<file path="src/rtl/cpu_control_unit.sv">
// Multi-cycle fetch/decode/execute sequencer for the 8-bit CPU: owns pc/ir/mar, drives memory and register-file strobes.
// Optional feature: define CTRL_ILLEGAL_TRAP_EN to halt with a sticky `illegal` flag on an undefined opcode.
module cpu_control_unit #(
  parameter int unsigned ADDR_W = 8
) (
  input  logic              clk,
  input  logic              reset,
  input  logic              run,
  input  logic [7:0]        mem_rdata,
  output logic [ADDR_W-1:0] mem_addr,
  output logic              mem_we,
  output logic [1:0]        rf_ra,
  output logic [1:0]        rf_rb,
  output logic [1:0]        rf_wa,
  output logic              rf_we,
  output logic              wb_sel,
  output logic              alu_sub,
  output logic [ADDR_W-1:0] pc,
  output logic              halted,
  output logic              illegal
);

  typedef enum logic [2:0] {
    S_IDLE, S_FETCH, S_DECODE, S_ADDR, S_MEM, S_EXEC, S_HALT
  } state_t;

  localparam logic [3:0] OP_ADD   = 4'h1;
  localparam logic [3:0] OP_SUB   = 4'h2;
  localparam logic [3:0] OP_LOAD  = 4'h9;
  localparam logic [3:0] OP_STORE = 4'hD;
  localparam logic [3:0] OP_HLT   = 4'hF;

  state_t            state_q, state_d;
  logic [ADDR_W-1:0] pc_q, pc_d;
  logic [ADDR_W-1:0] mar_q, mar_d;
  logic [7:0]        ir_q, ir_d;
  logic [3:0]        opcode;

  assign opcode = ir_q[7:4];

`ifdef CTRL_ILLEGAL_TRAP_EN
  logic illegal_q, illegal_d;
  assign illegal = illegal_q;
`else
  assign illegal = 1'b0;
`endif

  always_comb begin
    state_d  = state_q;
    pc_d     = pc_q;
    ir_d     = ir_q;
    mar_d    = mar_q;
`ifdef CTRL_ILLEGAL_TRAP_EN
    illegal_d = illegal_q;
`endif
    mem_addr = pc_q;
    mem_we   = 1'b0;
    rf_we    = 1'b0;
    wb_sel   = 1'b0;
    alu_sub  = 1'b0;
    rf_ra    = ir_q[3:2];
    rf_rb    = ir_q[1:0];
    rf_wa    = ir_q[3:2];

    case (state_q)
      S_IDLE: if (run) state_d = S_FETCH;
      S_FETCH: if (run) begin
        ir_d    = mem_rdata;
        pc_d    = pc_q + ADDR_W'(1);
        state_d = S_DECODE;
      end
      S_DECODE: if (run) begin
        case (opcode)
          OP_ADD, OP_SUB:    state_d = S_EXEC;
          OP_LOAD, OP_STORE: state_d = S_ADDR;
          OP_HLT:            state_d = S_HALT;
          default: begin
`ifdef CTRL_ILLEGAL_TRAP_EN
            state_d   = S_HALT;
            illegal_d = 1'b1;
`else
            state_d   = S_FETCH;
`endif
          end
        endcase
      end
      S_ADDR: if (run) begin
        mar_d   = ADDR_W'(mem_rdata);
        pc_d    = pc_q + ADDR_W'(1);
        state_d = S_MEM;
      end
      S_MEM: begin
        mem_addr = mar_q;
        wb_sel   = (opcode == OP_LOAD);
        if (run) begin
          rf_we   = (opcode == OP_LOAD);
          mem_we  = (opcode == OP_STORE);
          state_d = S_FETCH;
        end
      end
      S_EXEC: begin
        alu_sub = (opcode == OP_SUB);
        if (run) begin
          rf_we   = 1'b1;
          state_d = S_FETCH;
        end
      end
      S_HALT: ;
      default: state_d = S_IDLE;
    endcase

    // Strobes are Moore outputs; mask them so a reset cycle never commits a write.
    if (reset) begin
      rf_we  = 1'b0;
      mem_we = 1'b0;
    end
  end

  always_ff @(posedge clk) begin
    if (reset) begin
      state_q <= S_IDLE;
      pc_q    <= '0;
      ir_q    <= '0;
      mar_q   <= '0;
`ifdef CTRL_ILLEGAL_TRAP_EN
      illegal_q <= 1'b0;
`endif
    end else begin
      state_q <= state_d;
      pc_q    <= pc_d;
      ir_q    <= ir_d;
      mar_q   <= mar_d;
`ifdef CTRL_ILLEGAL_TRAP_EN
      illegal_q <= illegal_d;
`endif
    end
  end

  assign pc     = pc_q;
  assign halted = (state_q == S_HALT);

endmodule

</file>
<file path="config.mk">
export PLATFORM = sky130hd
export DESIGN_NAME = cpu_control_unit
export DESIGN_NICKNAME = d
export VERILOG_FILES = /design/src/rtl/cpu_control_unit.sv
export SDC_FILE = /design/constraint.sdc
export NUM_CORES = 1
export LEC_CHECK = 0
export CAP_MARGIN = 40
export CORE_ASPECT_RATIO = 2
export CORE_MARGIN = 5
export CORE_UTILIZATION = 47
export DETAILED_ROUTE_END_ITERATION = 6
export PLACE_DENSITY = 0.85
export SLEW_MARGIN = 20
export SYNTH_ARGS = -nofsm -noshare
export SYNTH_HDL_FRONTEND = slang
export SYNTH_SLANG_ARGS = --single-unit
export TNS_END_PERCENT = 1
</file>
<file path="constraint.sdc">
create_clock -name clk -period 1.5 [get_ports clk]
set_input_delay 0.15 -clock clk [delete_from_list [all_inputs] [get_ports clk]]
set_output_delay 0.15 -clock clk [all_outputs]
set_load 0.05 [all_outputs]
</file>
* Word-level counts from Yosys, hierarchy flattened
Index checks and enable logic that the tools add are counted.
Storage, ports and cells: logic and storage cells 46, output and inout bits 28, flip-flop bits (word level) 27, input port bits 11
Cells by class: bitwise logic cells 1, eq/ne operators 15, multiplexer cells 16, reductions and logical operators 9, add/sub/neg operators 1
Operators by type and width (number):
- 3-bit one-hot mux with 5 select lines | 1
- 4-bit equality test, second input constant | 3
- 3-bit two-way mux | 4
- 3-bit equality test, second input constant | 3
- 3-bit one-hot mux with 3 select lines | 1
- 8-bit by 1-bit adder with 8-bit output, second input constant | 1
- 1-bit two-way mux | 8
- 8-bit two-way mux | 1
- 3-bit by 2-bit equality test with 1-bit output, second input constant | 2
- 2-bit != test, second input constant | 3
- 2-bit AND reduction | 3
- 2-bit OR reduction | 3
- 5-bit AND reduction | 1
- 4-bit by 1-bit equality test with 1-bit output, second input constant | 1
- 4-bit by 2-bit equality test with 1-bit output, second input constant | 1
- 3-bit by 1-bit equality test with 1-bit output, second input constant | 1
- 3-bit zero test | 1
- 3-bit OR reduction | 1
- 2-bit by 1-bit != test with 1-bit output, second input constant | 1
- 1-bit one-hot mux with 2 select lines | 1
- 1-bit inverter | 1

* Depth between registers and ports, before layout
word-level depth 5, depth in mapped cells 6, mapped depth without buffers 4

* Least setup slack after synthesis
Ideal clock, no wire load.
path type reg-to-output, start point reg ir_q[7], end point out mem_we, path slack -0.957 ns, cell stages (with the launch flop) 4, arrival time 2.307 ns, buffers on the path 0, path through dfxtp_1 > nand2_1 > nor3b_1 > nor4b_1
On the way: word-level cells in the longest chain between the ends 4
Ends and longest elaborated chain:
- start: declaration | RTL line 36 | logic [7:0] ir_q, ir_d;
- start signal: assignment | RTL line 131 | ir_q <= ir_d;
- 4-bit equality test | RTL line 97 | mem_we = (opcode == OP_STORE);
- 1-bit two-way mux | RTL line 95 | if (run) begin
- 1-bit two-way mux | RTL line 65 | case (state_q)
- 1-bit two-way mux | RTL line 113 | if (reset) begin
- end: declaration | RTL line 11 | output logic mem_we,
Every way passes these cells.

* Worst setup path in the final report
start point reg state_q[1], end point out mem_addr[5]
On the way: word-level cells in the longest chain between the ends 2
Ends and longest elaborated chain:
- start: declaration | RTL line 33 | state_t state_q, state_d;
- start signal: assignment | RTL line 129 | state_q <= state_d;
- 3-bit equality test | RTL line 65
- 8-bit two-way mux | RTL line 65
- end: declaration | RTL line 10 | output logic [ADDR_W-1:0] mem_addr,
Every way passes these cells.

==> results.toml <==
[detailed_routing]
postRouteAntennaNets = 0
vias = 1374
wl_per_cell_um = 18.20
drt_pass1_iterations = 4
drc = 0
drt_iter0_markers = 60
vias_per_cell = 5.974
wl_um = 4187

[logic_synthesis]
yosys-top-cells-area = "dfxtp_1, a21oi_1, nand2_1"
synth_ff_type = "dfxtp_1"
synth_edf_count = 0
ys_seq_area_frac = 0.3942
yosysUniqueCellTypes = 40
synth_area_leader_cell = "dfxtp_1"
async_reset_ff_frac = 0
synth_cells = 161
synth_area_per_cell_um2 = 8.517
synthesis.area_um2 = 1371
synth_top_area_frac = 0.3942
yosys_warnings = 0
synth_nets = 173
synth_seq_cells = 27

[floorplan]
io_pins = 39
initial_core_util = 0.4950
fp.dieH_um = 86.39
die_w_um = 48.20
die_area_um2 = 4164
coreArea_um2 = 2770
rows = 27

[sta]
fmax_mhz = 616.8
setup-tns-final_ns = -1.184
finalSetupViolations = 13
setup_ws_ns = -0.1214
clock-skew-final_ns = 0.007772
rsz0062_at_grt = "true"
post-route-period-util = 1.081
fin_crit_ns = 1.621
hold_slack_ns = 0.4548
final-max-slew-violation-count = 0
hold_viol_final = 0

[global_route]
grt_max_degree = 28
grt_pass1_vias = 1368
antenna_found_initial = 0
grt_pass1_wl_um = 6527
grt_usage = 0.2135
grt.overflow.total = 0

[power]
internal-power_mw = 1.029
power_density_nw_per_um2 = 680.2
comb_power_share = 0.170
pwr-share-clk = 0.299
p_leak_nw = 0.8043
switching_share = 0.2803
ir_worst_vdd_uv = 654.4
p_seq_frac = 0.531
p_sw_mw = 0.4011

[run]
drv_cap = 0

[place]
portBuffers = 37
dpl.hpwl_um = 2965
post_dp_cell_area_um2 = 1839
gp_congestion = 0.8989
dp_slack_ns = -0.1307

[status]
status = "finished, violations left"
violations = "setup timing"

[layout]
final_util = 0.7593
antennaDiodeCount = 0
nets = 214
area_growth_syn_to_layout_pct = 53.38
drive_gt1_frac = 0.3682
design_area_um2 = 2103

[clock_tree]
cts-root-buf = "clkbuf_8"
clk_pin_slew_ns = 0.10
cts.sinks = 27
ctsHoldBuffers = 0
tritoncts = "done"
clk_latency_ns = 0.28
numCtsBuffers = 3
clk_path_buf_depth = 2
htreeDepth = 1

[worst_setup_path]
worstPathArrival_ns = 1.47
start_kind = "flop"
critical_path_peak_fanout = 8
required_ns = 1.35
path_class = "reg2out"
cp-end-kind = "output pin"

[hold_path]
hold_path.class = "in2reg"
[repair_timing]
action / 4_1_cts / 5_1_grt
pin swaps: 2 / 6
buffers inserted: 1 / 3
resized for setup: 31 / 12
setup endpoints to repair: 14 / 15
[state kept, by name, indices dropped and copies added (netlist names)]
register	count
pc	8
state_q	3
mar_q	8
ir_q	8
[critical path, cell delays in order, from the launching register on]
cell and delay (ns):
dfxtp_2 0.33, nand2b_4 0.15, nor2_4 0.10, buf_12 0.14, mux2_4 0.32, buf_8 0.15
[area by class of cell]
cell class,instances,area [um^2]
clock inverter,1,7.507
timing repair buffer,54,618.1
multi-input combinational,115,840.8
clock buffer,3,41.29
inverter,1,3.754
fill,183,666.9
sequential,27,555.5
tap,29,36.28
[metrics by stage]
step / std cells / power (mW)
2_1_floorplan: 161 / 0.9129
3_3_place_gp: 222 / 0.9833
3_5_place_dp: 222 / 0.9910
4_1_cts: 227 / 1.421
5_1_grt: 230 / 1.481
6_report: 230 / 1.431
[synthesized netlist by cell type (2+ instances only)]
| master | count |
|---|---|
| dfxtp_1 | 27 |
| nand3_1 | 3 |
| xor2_1 | 2 |
| nand4b_1 | 2 |
| clkbuf_1 | 5 |
| o31ai_1 | 3 |
| a21oi_1 | 23 |
| and4b_1 | 2 |
| or4_1 | 3 |
| buf_4 | 9 |
| nor4b_1 | 4 |
| or3_1 | 2 |
| buf_2 | 2 |
| nand2_1 | 27 |
| o21ai_0 | 10 |
| mux2_2 | 8 |
| nand2b_1 | 2 |
| nor2_1 | 5 |
[cell families (layout without fill, tap and decap cells)]
| group | after synthesis | in the layout | share of synthesized area |
|---|---|---|---|
| simple gates | 59 | 59 | 0.2454 |
| buf+inv | 19 | 59 | 0.08393 |
| flops | 27 | 27 | 0.3942 |
| compound gates | 43 | 43 | 0.1788 |
| fa+ha+maj | 1 | 1 | 0.009123 |
| xor+xnor | 2 | 2 | 0.01278 |
| mux | 9 | 9 | 0.07300 |
| other cells | 1 | 1 | 0.002735 |
[per-layer routing]
layer  routed length (um)  up-vias  global-route usage  part of all wire
met4                  145        0              0.1127             0.035
met2                 2377       52              0.3548              0.57
met3                  165       11             0.03534             0.039
met5                    0        -                   0                 0
met1                 1499      660              0.2420              0.36
li1                     -      651                   -                 -
[power groups by stage]
| stage | sequential (mW) | clock (mW) | combinational [mW] |
|---|---|---|---|
| 6_report | 0.760 | 0.427 | 0.244 |
| 5_1_grt | 0.763 | 0.461 | 0.257 |
| 4_1_cts | 0.758 | 0.432 | 0.231 |
| 3_5_place_dp | 0.772 | 0 | 0.219 |
| 3_3_place_gp | 0.770 | 0 | 0.213 |
| 2_1_floorplan | 0.774 | 0 | 0.138 |
[cell usage in the layout, fill, tap and decap left out, types with 3 or more instances in the layout]
cell type,instances
buf_12,10
buf_6,4
clkdlybuf4s50_1,10
clkbuf_8,3
o21ai_0,10
o31ai_1,3
buf_4,25
nand2_1,26
nor2_1,4
mux2_4,8
buf_8,4
nand3_1,3
dfxtp_1,21
dfxtp_2,3
nor4b_4,3
a21oi_1,23
or4_1,3
dfxtp_4,3
[worst paths after layout]
check / from / to / slack (ns) / cells after the start
max: state_q[1] / mem_addr[5] / -0.12 / 5
min: mem_rdata[7] / ir_q[7] / 0.45 / 3
max reg2reg: pc[1] / pc[6] / -0.03 / 4
min reg2reg: mar_q[7] / mar_q[7] / 0.49 / 2
No activity file was read; power rests on OpenSTA's default activity.
